<file path="config.mk">
export PLATFORM = sky130hd
export DESIGN_NAME = vga_timing_gen_flat
export DESIGN_NICKNAME = d
export VERILOG_FILES = /design/src/rtl/vga_timing_gen_if.sv /design/src/rtl/vga_timing_gen.sv /design/src/flat_wrapper.sv
export SDC_FILE = /design/constraint.sdc
export NUM_CORES = 1
export LEC_CHECK = 0
export CORE_UTILIZATION = 45
export CTS_CLUSTER_DIAMETER = 100
export CTS_CLUSTER_SIZE = 14
export DETAILED_ROUTE_END_ITERATION = 10
export DONT_BUFFER_PORTS = 1
export PLACE_DENSITY = 0.71
export SYNTH_ARGS = -nofsm -noshare
export SYNTH_HDL_FRONTEND = slang
export SYNTH_SLANG_ARGS = --single-unit
</file>
<file path="constraint.sdc">
create_clock -name clk -period 2.02 [get_ports clk]
set_clock_uncertainty 0.05 [all_clocks]
set_input_delay 0.404 -clock clk [delete_from_list [all_inputs] [get_ports clk]]
set_output_delay 0.404 -clock clk [all_outputs]
set_load 0.02 [all_outputs]
</file>
<file path="src/rtl/vga_timing_gen_if.sv">
// Pixel-side signal bundle of the raster timing generator: coordinates out,
// colour back in, and the blank-gated RGB/sync pins.
interface vga_timing_gen_if;
    logic [10:0] draw_x;
    logic [10:0] draw_y;
    logic [3:0]  r_in;
    logic [3:0]  g_in;
    logic [3:0]  b_in;
    logic        hsync;
    logic        vsync;
    logic [3:0]  r;
    logic [3:0]  g;
    logic [3:0]  b;
    logic        active;
    logic        frame_tick;

    modport master (
        output draw_x, draw_y, hsync, vsync, r, g, b, active, frame_tick,
        input  r_in, g_in, b_in
    );

    modport slave (
        input  draw_x, draw_y, hsync, vsync, r, g, b, active, frame_tick,
        output r_in, g_in, b_in
    );
endinterface

</file>
<file path="src/rtl/vga_timing_gen.sv">
// Raster timing generator: horizontal/vertical counters, sync and blank
// decode, a short delay line matching the colour lookup latency, and a
// registered output stage for the RGB and sync pins.
module vga_timing_gen #(
    parameter int unsigned H_VIS    = 1280,
    parameter int unsigned H_FP     = 64,
    parameter int unsigned H_SYNC   = 136,
    parameter int unsigned H_BP     = 200,
    parameter int unsigned V_VIS    = 800,
    parameter int unsigned V_FP     = 1,
    parameter int unsigned V_SYNC   = 3,
    parameter int unsigned V_BP     = 24,
    parameter bit          HS_POL   = 1'b0,
    parameter bit          VS_POL   = 1'b1,
    parameter int unsigned PIPE_DLY = 2
) (
    input logic               clk,
    input logic               rst,
    vga_timing_gen_if.master  vif
);

    localparam int unsigned H_TOTAL = H_VIS + H_FP + H_SYNC + H_BP;
    localparam int unsigned V_TOTAL = V_VIS + V_FP + V_SYNC + V_BP;

    localparam logic [10:0] H_LAST = 11'(H_TOTAL - 1);
    localparam logic [10:0] V_LAST = 11'(V_TOTAL - 1);

    // 12-bit bounds so that an end boundary equal to 2048 still compares correctly
    localparam logic [11:0] H_ACT_END = 12'(H_VIS);
    localparam logic [11:0] HS_START  = 12'(H_VIS + H_FP);
    localparam logic [11:0] HS_END    = 12'(H_VIS + H_FP + H_SYNC);
    localparam logic [11:0] V_ACT_END = 12'(V_VIS);
    localparam logic [11:0] VS_START  = 12'(V_VIS + V_FP);
    localparam logic [11:0] VS_END    = 12'(V_VIS + V_FP + V_SYNC);

    logic [10:0] x_cnt;
    logic [10:0] y_cnt;
    logic [11:0] x_ext;
    logic [11:0] y_ext;

    logic        act_raw;
    logic        hs_raw;
    logic        vs_raw;
    logic [2:0]  raw;
    logic [2:0]  dly;

    logic        hs_q;
    logic        vs_q;
    logic        act_q;
    logic [3:0]  r_q;
    logic [3:0]  g_q;
    logic [3:0]  b_q;
    logic        tick_q;

    // Pixel and line counters; both wrap on the same edge at end of frame
    always_ff @(posedge clk) begin
        if (rst) begin
            x_cnt <= '0;
            y_cnt <= '0;
        end else if (x_cnt == H_LAST) begin
            x_cnt <= '0;
            y_cnt <= (y_cnt == V_LAST) ? 11'd0 : y_cnt + 11'd1;
        end else begin
            x_cnt <= x_cnt + 11'd1;
        end
    end

    assign x_ext   = {1'b0, x_cnt};
    assign y_ext   = {1'b0, y_cnt};
    assign act_raw = (x_ext < H_ACT_END) && (y_ext < V_ACT_END);
    assign hs_raw  = (x_ext >= HS_START) && (x_ext < HS_END);
    assign vs_raw  = (y_ext >= VS_START) && (y_ext < VS_END);
    assign raw     = {act_raw, hs_raw, vs_raw};

    // Delay the raw decode by PIPE_DLY-1 clocks so it meets the colour returned for the same pixel
    generate
        if (PIPE_DLY == 1) begin : g_no_dly
            assign dly = raw;
        end else begin : g_dly
            logic [2:0] sr [0:PIPE_DLY-2];

            // Shift register; reset clears every stage so no stale sync survives
            always_ff @(posedge clk) begin
                if (rst) begin
                    for (int i = 0; i < int'(PIPE_DLY) - 1; i++) begin
                        sr[i] <= 3'b000;
                    end
                end else begin
                    sr[0] <= raw;
                    for (int i = 1; i < int'(PIPE_DLY) - 1; i++) begin
                        sr[i] <= sr[i-1];
                    end
                end
            end

            assign dly = sr[PIPE_DLY-2];
        end
    endgenerate

    // Output register: polarity-adjusted syncs, blank-gated colour, and the frame tick
    always_ff @(posedge clk) begin
        if (rst) begin
            hs_q   <= ~HS_POL;
            vs_q   <= ~VS_POL;
            act_q  <= 1'b0;
            r_q    <= 4'h0;
            g_q    <= 4'h0;
            b_q    <= 4'h0;
            tick_q <= 1'b0;
        end else begin
            hs_q   <= dly[1] ~^ HS_POL;
            vs_q   <= dly[0] ~^ VS_POL;
            act_q  <= dly[2];
            r_q    <= dly[2] ? vif.r_in : 4'h0;
            g_q    <= dly[2] ? vif.g_in : 4'h0;
            b_q    <= dly[2] ? vif.b_in : 4'h0;
            // Fires on the edge that wraps both counters, so it is high while they read (0,0)
            tick_q <= (x_cnt == H_LAST) && (y_cnt == V_LAST);
        end
    end

    assign vif.draw_x     = x_cnt;
    assign vif.draw_y     = y_cnt;
    assign vif.hsync      = hs_q;
    assign vif.vsync      = vs_q;
    assign vif.active     = act_q;
    assign vif.r          = r_q;
    assign vif.g          = g_q;
    assign vif.b          = b_q;
    assign vif.frame_tick = tick_q;

endmodule

</file>
<file path="src/flat_wrapper.sv">
// flat-port wrapper written by rule: the top's interface ports become plain ports
module vga_timing_gen_flat 
#(
    parameter int unsigned H_VIS    = 1280,
    parameter int unsigned H_FP     = 64,
    parameter int unsigned H_SYNC   = 136,
    parameter int unsigned H_BP     = 200,
    parameter int unsigned V_VIS    = 800,
    parameter int unsigned V_FP     = 1,
    parameter int unsigned V_SYNC   = 3,
    parameter int unsigned V_BP     = 24,
    parameter bit          HS_POL   = 1'b0,
    parameter bit          VS_POL   = 1'b1,
    parameter int unsigned PIPE_DLY = 2
)
  (clk, rst, vif_draw_x, vif_draw_y, vif_hsync, vif_vsync, vif_r, vif_g, vif_b, vif_active, vif_frame_tick, vif_r_in, vif_g_in, vif_b_in);
  vga_timing_gen_if vif_i ();
  input logic clk;
  input logic rst;
  output wire logic [$bits(vif_i.draw_x)-1:0] vif_draw_x;
  output wire logic [$bits(vif_i.draw_y)-1:0] vif_draw_y;
  output wire logic [$bits(vif_i.hsync)-1:0] vif_hsync;
  output wire logic [$bits(vif_i.vsync)-1:0] vif_vsync;
  output wire logic [$bits(vif_i.r)-1:0] vif_r;
  output wire logic [$bits(vif_i.g)-1:0] vif_g;
  output wire logic [$bits(vif_i.b)-1:0] vif_b;
  output wire logic [$bits(vif_i.active)-1:0] vif_active;
  output wire logic [$bits(vif_i.frame_tick)-1:0] vif_frame_tick;
  input wire logic [$bits(vif_i.r_in)-1:0] vif_r_in;
  input wire logic [$bits(vif_i.g_in)-1:0] vif_g_in;
  input wire logic [$bits(vif_i.b_in)-1:0] vif_b_in;
  assign vif_draw_x = vif_i.draw_x;
  assign vif_draw_y = vif_i.draw_y;
  assign vif_hsync = vif_i.hsync;
  assign vif_vsync = vif_i.vsync;
  assign vif_r = vif_i.r;
  assign vif_g = vif_i.g;
  assign vif_b = vif_i.b;
  assign vif_active = vif_i.active;
  assign vif_frame_tick = vif_i.frame_tick;
  assign vif_i.r_in = vif_r_in;
  assign vif_i.g_in = vif_g_in;
  assign vif_i.b_in = vif_b_in;
  vga_timing_gen #(.H_VIS(H_VIS), .H_FP(H_FP), .H_SYNC(H_SYNC), .H_BP(H_BP), .V_VIS(V_VIS), .V_FP(V_FP), .V_SYNC(V_SYNC), .V_BP(V_BP), .HS_POL(HS_POL), .VS_POL(VS_POL), .PIPE_DLY(PIPE_DLY)) u_core (.clk(clk), .rst(rst), .vif(vif_i));
endmodule
</file>
Yosys cells after proc, flatten, opt, wreduce, memory -nomap -nowiden

Memories as Yosys holds them, arrays and structs flattened.
Index checks and enable logic that the tools add are counted.

Add/subtract/negate cells: 2
Order comparisons: 6
Equality and inequality tests: 2
Multiplexer cells: 6
Bitwise gates (word level): 2
Reductions and logical operators: 7

Operators with widths:

| operator                                                     | count |
|---|---|
| adder 11 x 1 -> 11 bit, second input constant                | 2 |
| less-than comparator 11 x 10 -> 1 bit, second input constant | 2 |
| less-than comparator 11 bit, second input constant           | 2 |
| equality test 11 x 10 -> 1 bit, second input constant        | 1 |
| equality test 11 bit, second input constant                  | 1 |
| >= comparator 11 x 10 -> 1 bit, second input constant        | 1 |
| >= comparator 11 bit, second input constant                  | 1 |
| 2-to-1 mux 11 bit                                            | 1 |
| logical AND 1 bit                                            | 4 |
| 2-to-1 mux 1 bit                                             | 4 |
| OR reduction 2 bit                                           | 2 |
| 2-to-1 mux 3 bit                                             | 1 |
| OR reduction 3 bit                                           | 1 |
| inverter 1 bit                                               | 2 |

Flip-flop bits (word level): 38
Memory bits (writable): 3
Bits of input ports: 14
Output and inout bits: 38
Word-level logic and storage cells: 35
Memories: 1

Memory list:

| name            | words | bits a word | rd ports | clocked after memory_dff | wr ports | line                 | RTL |
|---|---|---|---|---|---|---|---|
| u_core.g_dly.sr | 1     | 3           | 1        | 0                        | 1        | vga_timing_gen.sv:80 | `logic [2:0] sr [0:PIPE_DLY-2];` |

Logic depth before layout (Yosys ltp)

Gate-level depths: netlist of the first run.

Word-level depth: 3
Mapped depth: 7
Gate-level depth less buffers: 5

Worst setup path after synthesis of the first run

No wires, ideal clock.

Path type: register to register
From: reg u_core.x_cnt[0], in the netlist u_core.vif.draw_x[0]
To: reg u_core.y_cnt[10], in the netlist u_core.vif.draw_y[10]
Library setup time: 66 ps
Arrival: 1766 ps
Data required time: 1904 ps
Setup slack: 138 ps
Cell stages (with the launch flop): 7
Path buffers: 1
Clock period less this slack: 1882 ps
Cells stage by stage: dfxtp_1 > ha_1 > and4_2 > buf_6 > nand4_4 > or4_4 > a21oi_2

Longest elaborated chain between the ends: 1

RTL lines:

| element                  | line                 | RTL |
|---|---|---|
| start: declaration       | vga_timing_gen.sv:36 | `logic [10:0] x_cnt;` |
| start signal: assignment | vga_timing_gen.sv:64 | `x_cnt <= x_cnt + 11'd1;` |
| equality test 11 bit     | vga_timing_gen.sv:60 | `end else if (x_cnt == H_LAST) begin` |
| end signal: assignment   | vga_timing_gen.sv:62 | `y_cnt <= (y_cnt == V_LAST) ? 11'd0 : y_cnt + 11'd1;` |
| end: declaration         | vga_timing_gen.sv:37 | `logic [10:0] y_cnt;` |

No other way between the ends.
A chain may end at the register's enable or synchronous reset.

Worst setup path in the final report of the first run

Ends and elaborated chain as after synthesis.

==> results of run 1 <==
==> through the flow <==
| step | cell area (um^2) | hold slack (ns) | std cells | power, W |
|---|---|---|---|---|
| 2_1_floorplan | 1660 | 0.306 | 165 | 0.000900 |
| 3_3_place_gp | 1780 | 0.312 | 219 | 0.000908 |
| 3_5_place_dp | 1780 | 0.312 | 219 | 0.000911 |
| 4_1_cts | 1890 | 0.124 | 226 | 0.00153 |
| 5_1_grt | 1890 | 0.118 | 226 | 0.00157 |
| 6_report | 1890 | 0.130 | 226 | 0.00152 |
==> where the power goes <==
group	total, W	internal, W	leakage (nW)	switching [W]
Clock	0.000625	0.000359	0.0540	0.000266
Combinational	0.0000463	0.0000185	0.358	0.0000277
Sequential	0.000845	0.000825	0.333	0.0000199
Total	0.00152	0.00120	0.745	0.000313
==> logic make-up (layout without fill, tap and decap cells) <==
| logic type | count (synthesis) | in the layout | share of synthesized area, % |
|---|---|---|---|
| buf+inv | 13 | 28 | 4.89 |
| xor+xnor | 15 | 15 | 7.89 |
| simple gates | 79 | 79 | 30.0 |
| compound gates | 13 | 13 | 4.89 |
| fa+ha+maj | 4 | 4 | 3.01 |
| flops | 41 | 41 | 49.3 |
==> worst min path at each step <==
stage	slack [ns]	depth (start not counted)	start	endpoint
floorplan	0.31	1	u_core.g_dly.sr[0][1]	u_core.vif.hsync
global placement	0.31	1	u_core.g_dly.sr[0][1]	u_core.vif.hsync
detailed placement	0.31	1	u_core.g_dly.sr[0][1]	u_core.vif.hsync
CTS	0.12	1	rst	u_core.vif.draw_y[1]
global route	0.12	1	rst	u_core.vif.draw_y[1]
finish	0.13	1	rst	u_core.vif.draw_y[1]
==> cells in the mapped netlist <==
cell type,number
nor2_8,1
nand2b_1,2
nand4_4,1
nand4_1,10
buf_4,2
and4bb_1,1
xor2_1,12
o21a_1,1
ha_1,4
nand2_1,4
nor4bb_1,3
and3_1,4
o21ai_0,4
nor3b_1,2
and2_1,12
buf_6,3
nor2b_1,3
and4_2,1
or4_4,1
buf_2,1
nor3_1,3
nor4_1,1
a21oi_1,4
clkbuf_2,1
and4_1,1
or4_1,1
nand3_1,3
and3_2,1
clkbuf_1,2
or3_1,6
dfxtp_1,41
a21oi_2,1
a31oi_1,1
nor2_1,17
nand4b_1,1
xnor2_1,3
a41o_2,1
o31ai_1,1
inv_1,4
==> state kept, by name, indices dropped and copies added (netlist names) <==
signal                 flops
u_core.vif.draw_y         11
u_core.vif.g               4
u_core.vif.frame_tick      1
u_core.vif.b               4
u_core.vif.draw_x         11
u_core.vif.r               4
u_core.vif.active          1
u_core.vif.hsync           1
u_core.g_dly.sr            3
u_core.vif.vsync           1
==> final cells by class <==
type | count | area share (%)
sequential | 41 | 43.5
multi-input combinational | 111 | 40.4
timing repair buffer | 17 | 6.76
clock buffer | 5 | 3.65
tap | 46 | 3.05
clock inverter | 2 | 1.86
inverter | 4 | 0.796
==> routing by layer <==
metal | wire (um) | share of wire, % | vias up | global-route usage, %
li1 | - | - | 598 | -
met1 | 1360 | 40 | 585 | 19.3
met2 | 1740 | 51 | 47 | 33.2
met3 | 253 | 7.5 | 4 | 6.75
met4 | 33 | 0.97 | 0 | 8.14
met5 | 0 | 0 | - | 0
==> results.sh, run 1 <==
export IMPL_status="completed"
export IMPL_p_leak_nw=0.745
export IMPL_final_max_slew_viol_count=0
export IMPL_rr_endpoint="u_core.vif.draw_y[10]"
export IMPL_yosys_area_top_type="dfxtp_1"
export IMPL_fillCellCount=312
export IMPL_critPathRequiredTime_ns=2.20
export IMPL_cp_start_kind="flip-flop"
export IMPL_clk_root_buffer_cell="clkbuf_8"
export IMPL_grt_total_usage_pct=18.6
export IMPL_path_depth=5
export IMPL_cts_hold_buf=0
export IMPL_cts_setup_buffers=0
export IMPL_ir_drop_uv=358
export IMPL_ys_top_cells_by_area="dfxtp_1, xor2_1, and2_1"
export IMPL_cts_tree="built"
export IMPL_gp_congestion=0.778
export IMPL_antenna_found_initial=0
export IMPL_synth_top_area_share_pct=49.3
export IMPL_vias=1234
export IMPL_crit_type="flip-flop to flip-flop"
export IMPL_cts_resized=0
export IMPL_syn_num_nets=183
export IMPL_synth_seq_cells=41
export IMPL_crit_fanout=9
export IMPL_die_h_um=62.8
export IMPL_rows=21
export IMPL_die_x_um=62.8
export IMPL_arrival_ns=2.00
export IMPL_numCtsBuffers=5
export IMPL_drt_drc_violations_left=0
export IMPL_htree_levels=2
export IMPL_rsz0062_at_grt="no"
export IMPL_hold_violations=0
export IMPL_clk_path_buf_depth=2
export IMPL_crit_path_start="u_core.vif.draw_x[0]"
export IMPL_io_pins=52
export IMPL_wire_per_inst_um=15.0
export IMPL_dp_slack_ns=0.206
export IMPL_tns_ns=0
export IMPL_crit_family="simple AND/OR/NAND/NOR gates"
export IMPL_drt_pass1_iter_count=4
export IMPL_synthCells=165
export IMPL_cp_slowest_cell="or4_4"
export IMPL_yosysWarningCount=0
export IMPL_finalSetupViolCount=0
export IMPL_max_slew_margin_pct=59.9
export IMPL_area_growth_pct=13.4
export IMPL_grt_pass1_vias=1256
export IMPL_multiInputGateArea_um2=762
export IMPL_min_path_type="input pin to flip-flop"
export IMPL_clk_pin_slew_ns=0.08
export IMPL_critical_path_cell_chain="ha_1 -> and4_2 -> nand4_4 -> or4_4 -> a21oi_2"
export IMPL_p_per_area_nw_per_um2=803
export IMPL_period_share_pct=90.1
export IMPL_reg2reg_from="u_core.vif.draw_x[0]"
export IMPL_grt_pass1_wl_um=5720
export IMPL_fin_nets=198
export IMPL_viasPerCell=5.46
export IMPL_coreArea_um2=3440
export IMPL_synth_seq_area_share_pct=49.3
export IMPL_initial_core_util_pct=48.3
export IMPL_netlist_cell_type_count=39
export IMPL_max_freq_mhz=550
export IMPL_port_buffers=0
export IMPL_period_needed_ns=1.82
export IMPL_postRouteAntennaNets=0
export IMPL_endpoint="u_core.vif.draw_y[10]"
export IMPL_critPathMaxStageDelay_ns=0.51
export IMPL_reg2reg_depth=5
export IMPL_grt_start_max_net_pins=14
export IMPL_mostFrequentLayoutCells="dfxtp_1, nor2_1, buf_4"
export IMPL_gr_total_overflow=0
export IMPL_critPathCaptureType="flip-flop"
export IMPL_seq_area_um2=821
export IMPL_clk_latency_ns=0.29
export IMPL_syn_area_per_cell_um2=10.1
export IMPL_wirelength_um=3390
export IMPL_n_antenna_cell=0
export IMPL_r2r_slack_ns=0.20
export IMPL_worst_pin_slew_ns=0.600
export IMPL_syn_cell_area_um2=1660
export IMPL_drive_gt1_share_pct=17.2
export IMPL_fin_util_pct=54.8
export IMPL_clock_sinks=41
export IMPL_dp_hpwl_um=2560
export IMPL_drt_iter0_markers=21
export IMPL_maxCapViolCount=0
export IMPL_die_area_um2=3950
export IMPL_fin_ws_ns=0.201
export IMPL_worst_path_buf_inv=0
export IMPL_final_common_cell="dfxtp_1"
Power figures use the tool's default switching activity.
==> run 2, diff against run 1 <==
CORE_ASPECT_RATIO = 0.75   (was not set)
CORE_MARGIN = 3   (was not set)
CORE_UTILIZATION = 40   (was 45)
PLACE_DENSITY = 0.65   (was 0.71)
==> run 2 against run 1 <==
  * Global-route usage down 3.9 points
  * Clock power down 14%
  * Worst hold slack worse by 0.0044 ns
  * Final area down 0.33%
  * Sequential share of layout area up 0.14 points
  * Non-clock buffer count unchanged
  * Combinational power up 2%
  * Routed wire length up 1.4%
  * Die area up 26%
  * Largest cell class unchanged
==> results.sh, run 2 (synthesis gave the netlist of run 1 again) <==
export IMPL_path_depth=5
export IMPL_cp_slowest_cell="or4_4"
export IMPL_clock_sinks=41
export IMPL_drt_drc_violations_left=0
export IMPL_tns_ns=0
export IMPL_crit_type="flip-flop to flip-flop"
export IMPL_final_common_cell="dfxtp_1"
export IMPL_worst_pin_slew_ns=0.627
export IMPL_viasPerCell=5.19
export IMPL_area_growth_pct=13.0
export IMPL_crit_fanout=9
export IMPL_rows=19
export IMPL_finalPower_w=0.00143
export IMPL_grt_pass1_vias=1166
export IMPL_crit_family="simple AND/OR/NAND/NOR gates"
export IMPL_vias=1203
export IMPL_rsz0062_at_grt="no"
export IMPL_fin_ws_ns=0.229
export IMPL_reg2reg_depth=5
export IMPL_p_leak_nw=0.735
export IMPL_endpoint="u_core.vif.draw_y[10]"
export IMPL_max_freq_mhz=558
export IMPL_numCtsBuffers=5
export IMPL_clk_latency_ns=0.29
export IMPL_io_pins=52
export IMPL_critPathRequiredTime_ns=2.20
export IMPL_drive_gt1_share_pct=17.2
export IMPL_cp_start_kind="flip-flop"
export IMPL_grt_start_max_net_pins=14
export IMPL_cts_hold_buf=0
export IMPL_cts_setup_buffers=0
export IMPL_wirelength_um=3440
export IMPL_dp_hpwl_um=2570
export IMPL_final_max_slew_viol_count=0
export IMPL_clk_root_buffer_cell="clkbuf_8"
export IMPL_status="completed"
export IMPL_antenna_found_initial=0
export IMPL_gr_total_overflow=0
export IMPL_reg2reg_from="u_core.vif.draw_x[0]"
export IMPL_postRouteAntennaNets=0
export IMPL_grt_pass1_wl_um=5490
export IMPL_critPathCaptureType="flip-flop"
export IMPL_worst_path_buf_inv=0
export IMPL_coreArea_um2=3830
export IMPL_critical_path_cell_chain="ha_1 -> and4_2 -> nand4_4 -> or4_4 -> a21oi_2"
export IMPL_min_path_type="input pin to flip-flop"
export IMPL_period_needed_ns=1.79
export IMPL_port_buffers=0
export IMPL_drt_pass1_iter_count=6
export IMPL_period_share_pct=88.7
export IMPL_mostFrequentLayoutCells="dfxtp_1, nor2_1, buf_4"
export IMPL_die_x_um=80.5
export IMPL_fillCellCount=366
export IMPL_htree_levels=2
export IMPL_fin_nets=198
export IMPL_fin_cells=232
export IMPL_n_antenna_cell=0
export IMPL_dp_cells=225
export IMPL_cts_tree="built"
export IMPL_gp_congestion=0.807
export IMPL_clk_path_buf_depth=2
export IMPL_critPathMaxStageDelay_ns=0.50
export IMPL_ir_drop_uv=475
export IMPL_arrival_ns=1.97
export IMPL_die_area_um2=4980
export IMPL_drt_iter0_markers=32
export IMPL_wire_per_inst_um=14.8
export IMPL_crit_path_start="u_core.vif.draw_x[0]"
export IMPL_cts_resized=0
export IMPL_dp_slack_ns=0.238
export IMPL_hold_violations=0
export IMPL_finalSetupViolCount=0
export IMPL_clk_pin_slew_ns=0.07
export IMPL_max_slew_margin_pct=58.1
export IMPL_p_per_area_nw_per_um2=761
export IMPL_die_h_um=61.9
export IMPL_grt_total_usage_pct=14.7
export IMPL_r2r_slack_ns=0.23
export IMPL_maxCapViolCount=0
export IMPL_initial_core_util_pct=43.5
export IMPL_rr_endpoint="u_core.vif.draw_y[10]"
run 2: cell types whose count changed in the layout (fill, tap and decap cells not counted):
| cell | before | now |
|---|---|---|
| clkinvlp_4 | 0 | 1 |
| clkinv_2 | 1 | 0 |
| clkbuf_8 | 5 | 6 |
| bufinv_16 | 1 | 0 |
run 2: how the worst min path moves through the flow:
stage	slack, ns	start	endpoint	cells after the start
4_1_cts	0.11	rst	u_core.vif.draw_y[1]	1
2_1_floorplan	0.31	u_core.g_dly.sr[0][1]	u_core.vif.hsync	1
6_report	0.13	rst	u_core.vif.draw_y[1]	1
5_1_grt	0.10	rst	u_core.vif.draw_y[1]	1
3_5_place_dp	0.31	u_core.g_dly.sr[0][1]	u_core.vif.hsync	1
3_3_place_gp	0.31	u_core.g_dly.sr[0][1]	u_core.vif.hsync	1
run 2: final cells by class:
class / instances / area (um^2) / area share, %
flip-flops and latches: 41 / 821 / 43.6
multi-input cells: 111 / 762 / 40.5
repair buffers: 17 / 128 / 6.79
clock buffers: 6 / 82.6 / 4.39
well taps: 52 / 65.1 / 3.46
inverters: 4 / 15.0 / 0.798
clock inverters: 1 / 7.51 / 0.399
run 2: through the flow:
stage | util [%] | instance area [um^2] | hold slack [ns]
3_3_place_gp | 46.8 | 1790 | 0.311
6_report | 49.1 | 1880 | 0.126
2_1_floorplan | - | 1660 | 0.306
4_1_cts | 49.1 | 1880 | 0.114
5_1_grt | 49.1 | 1880 | 0.104
3_5_place_dp | 46.8 | 1790 | 0.310
run 2: power by group:
| part | leakage (nW) | total (W) | internal [W] | switching, W |
|---|---|---|---|---|
| registers | 0.333 | 0.000845 | 0.000825 | 0.0000199 |
| clock network | 0.0433 | 0.000539 | 0.000270 | 0.000269 |
| logic | 0.358 | 0.0000474 | 0.0000186 | 0.0000288 |
| total | 0.735 | 0.00143 | 0.00111 | 0.000318 |
run 2: layer usage:
metal / track usage, % / vias to the layer above / wire length [um] / part of all wire (%)
li1: - / 596 / - / -
met1: 17.3 / 557 / 1500 / 44
met2: 24.3 / 45 / 1540 / 45
met3: 5.76 / 5 / 356 / 10
met4: 6.51 / 0 / 44 / 1.3
met5: 0 / - / 0 / 0
==> run 3, diff against run 2 <==
CORE_UTILIZATION = 45   (was 40)
PLACE_DENSITY = 0.71   (was 0.65)
SETUP_SLACK_MARGIN = 0.5   (was not set)
==> run 3 against run 2 <==
  * Clock power rose by 2%
  * Non-clock buffer count fell by 3
  * Sequential share of layout area fell by 0.15 points
  * Utilization rose by 8.2 points
  * Critical path depth did not move
  * Global-route usage rose by 1.7 points
  * Count of clock-buffer cells in the layout did not move
  * Maximum frequency rose by 6.1%
  * Combinational power fell by 30%
  * Die area fell by 10%
  * Critical path type unchanged
  * Critical endpoint unchanged
==> results.sh, run 3 (synthesis gave the netlist of run 1 again) <==
export IMPL_status="completed"
export IMPL_holdPathStages=1
export IMPL_clk_path_buf_depth=2
export IMPL_maxCapViolCount=0
export IMPL_cp_start_kind="flip-flop"
export IMPL_die_area_um2=4470
export IMPL_io_pins=52
export IMPL_p_leak_nw=0.726
export IMPL_power_switching_w=0.000323
export IMPL_n_antenna_cell=0
export IMPL_p_per_area_nw_per_um2=732
export IMPL_clk_root_buffer_cell="clkbuf_8"
export IMPL_r2r_slack_ns=0.33
export IMPL_clk_pin_slew_ns=0.08
export IMPL_dp_slack_ns=0.215
export IMPL_wire_per_inst_um=16.0
export IMPL_min_path_type="input pin to flip-flop"
export IMPL_reg2reg_from="u_core.vif.draw_x[0]"
export IMPL_grt_start_max_net_pins=14
export IMPL_clk_latency_ns=0.29
export IMPL_hp_start="rst"
export IMPL_mostFrequentLayoutCells="dfxtp_1, nor2_1, buf_4"
export IMPL_viasPerCell=5.37
export IMPL_switching_share_pct=22.5
export IMPL_fin_ws_ns=0.332
export IMPL_rr_endpoint="u_core.vif.draw_y[10]"
export IMPL_p_comb_share_pct=2.3
export IMPL_grt_pass1_wl_um=5610
export IMPL_grt_total_usage_pct=16.5
export IMPL_htree_levels=2
export IMPL_final_max_slew_viol_count=0
export IMPL_clkPwrFrac_pct=38.2
export IMPL_critPathRequiredTime_ns=2.20
export IMPL_port_buffers=0
export IMPL_gp_congestion=0.805
export IMPL_worst_pin_slew_ns=0.527
export IMPL_max_freq_mhz=592
export IMPL_seq_power_share_pct=59.4
export IMPL_gr_total_overflow=0
export IMPL_whs_ns=0.122
export IMPL_antenna_found_initial=0
export IMPL_area_growth_pct=17.9
export IMPL_drt_drc_violations_left=0
export IMPL_rows=18
export IMPL_final_area_um2=1960
export IMPL_cts_hold_buf=0
export IMPL_drive_gt1_share_pct=29.2
export IMPL_power_internal_w=0.00111
export IMPL_crit_type="flip-flop to flip-flop"
export IMPL_die_x_um=76.2
export IMPL_coreArea_um2=3420
export IMPL_crit_fanout=6
export IMPL_drt_iter0_markers=48
export IMPL_fin_nets=195
export IMPL_arrival_ns=1.87
export IMPL_die_h_um=58.7
export IMPL_vias=1224
export IMPL_placed_cell_area_um2=1750
export IMPL_reg2reg_depth=5
export IMPL_wirelength_um=3650
export IMPL_clock_sinks=41
export IMPL_tns_ns=0
export IMPL_rsz0062_at_grt="yes"
export IMPL_drt_pass1_iter_count=4
export IMPL_numCtsBuffers=5
export IMPL_cts_tree="built"
export IMPL_initial_core_util_pct=48.6
export IMPL_max_slew_margin_pct=64.8
export IMPL_period_share_pct=83.6
export IMPL_final_common_cell="dfxtp_1"
export IMPL_period_needed_ns=1.69
export IMPL_whs_endpoint="u_core.vif.draw_x[2]"
export IMPL_ir_drop_uv=338
export IMPL_critPathCaptureType="flip-flop"
export IMPL_dp_hpwl_um=2530
export IMPL_postRouteAntennaNets=0
export IMPL_grt_pass1_vias=1135
export IMPL_hold_violations=0
export IMPL_finalSetupViolCount=0
[run 3: cell count changes in the layout (fill, tap and decap cells not counted), moves of 2 or more]
| cell | before | now |
|---|---|---|
| buf_4 | 17 | 13 |
| dfxtp_1 | 41 | 25 |
| dfxtp_2 | 0 | 11 |
| dfxtp_4 | 0 | 5 |
| ha_1 | 4 | 2 |
[run 3: layer usage]
metal | global-route usage [%] | routed length (um)
met1 | 19.5 | 1590
met2 | 26.4 | 1720
met3 | 6.73 | 290
met4 | 8.01 | 45
met5 | 0 | 0
[run 3: power groups by stage]
stage,Sequential [W],Clock (W),Combinational [W]
after floorplan,0.000873,0,0.0000289
after global placement,0.000875,0,0.0000281
after detailed placement,0.000876,0,0.0000315
after CTS,0.000855,0.000571,0.0000339
after global routing,0.000856,0.000612,0.0000377
final,0.000854,0.000549,0.0000334
[run 3: area by class of cell]
type / count / area (um^2)
timing repair buffer: 14 / 109
tap: 50 / 62.6
inverter: 4 / 15.0
sequential: 41 / 853
clock buffer: 6 / 82.6
fill: 305 / 1460
clock inverter: 2 / 13.8
multi-input combinational: 111 / 826
[run 3: through the flow]
stage	std cells	utilization (%)	total power, W
after floorplan	165	-	0.000902
after global placement	212	51.1	0.000903
after detailed placement	212	51.1	0.000908
after CTS	226	56.0	0.00146
after global routing	228	57.3	0.00151
final	228	57.3	0.00144
[run 3: worst max path at each step]
stage	depth (start not counted)	end	startpoint	slack, ns
floorplan	6	u_core.vif.draw_y[10]	u_core.vif.draw_x[1]	0.34
global placement	4	u_core.vif.draw_y[10]	u_core.vif.draw_x[9]	0.31
detailed placement	4	u_core.vif.draw_y[7]	u_core.vif.draw_y[3]	0.21
CTS	5	u_core.vif.draw_y[10]	u_core.vif.draw_x[0]	0.34
global route	5	u_core.vif.draw_y[10]	u_core.vif.draw_x[0]	0.26
finish	5	u_core.vif.draw_y[10]	u_core.vif.draw_x[0]	0.33
[run 3: worst max-delay path: stages (launching register included)]
cell and delay [ns]:
dfxtp_4 0.42, ha_4 0.15, and4_4 0.28, nand4_4 0.10, or4_4 0.50, a21oi_2 0.13
[run 3: timing repair]
item	in CTS	in global routing
setup endpoints to repair	21	18
buffers inserted	6	2
resized for setup	8	7
pin swaps	2	4
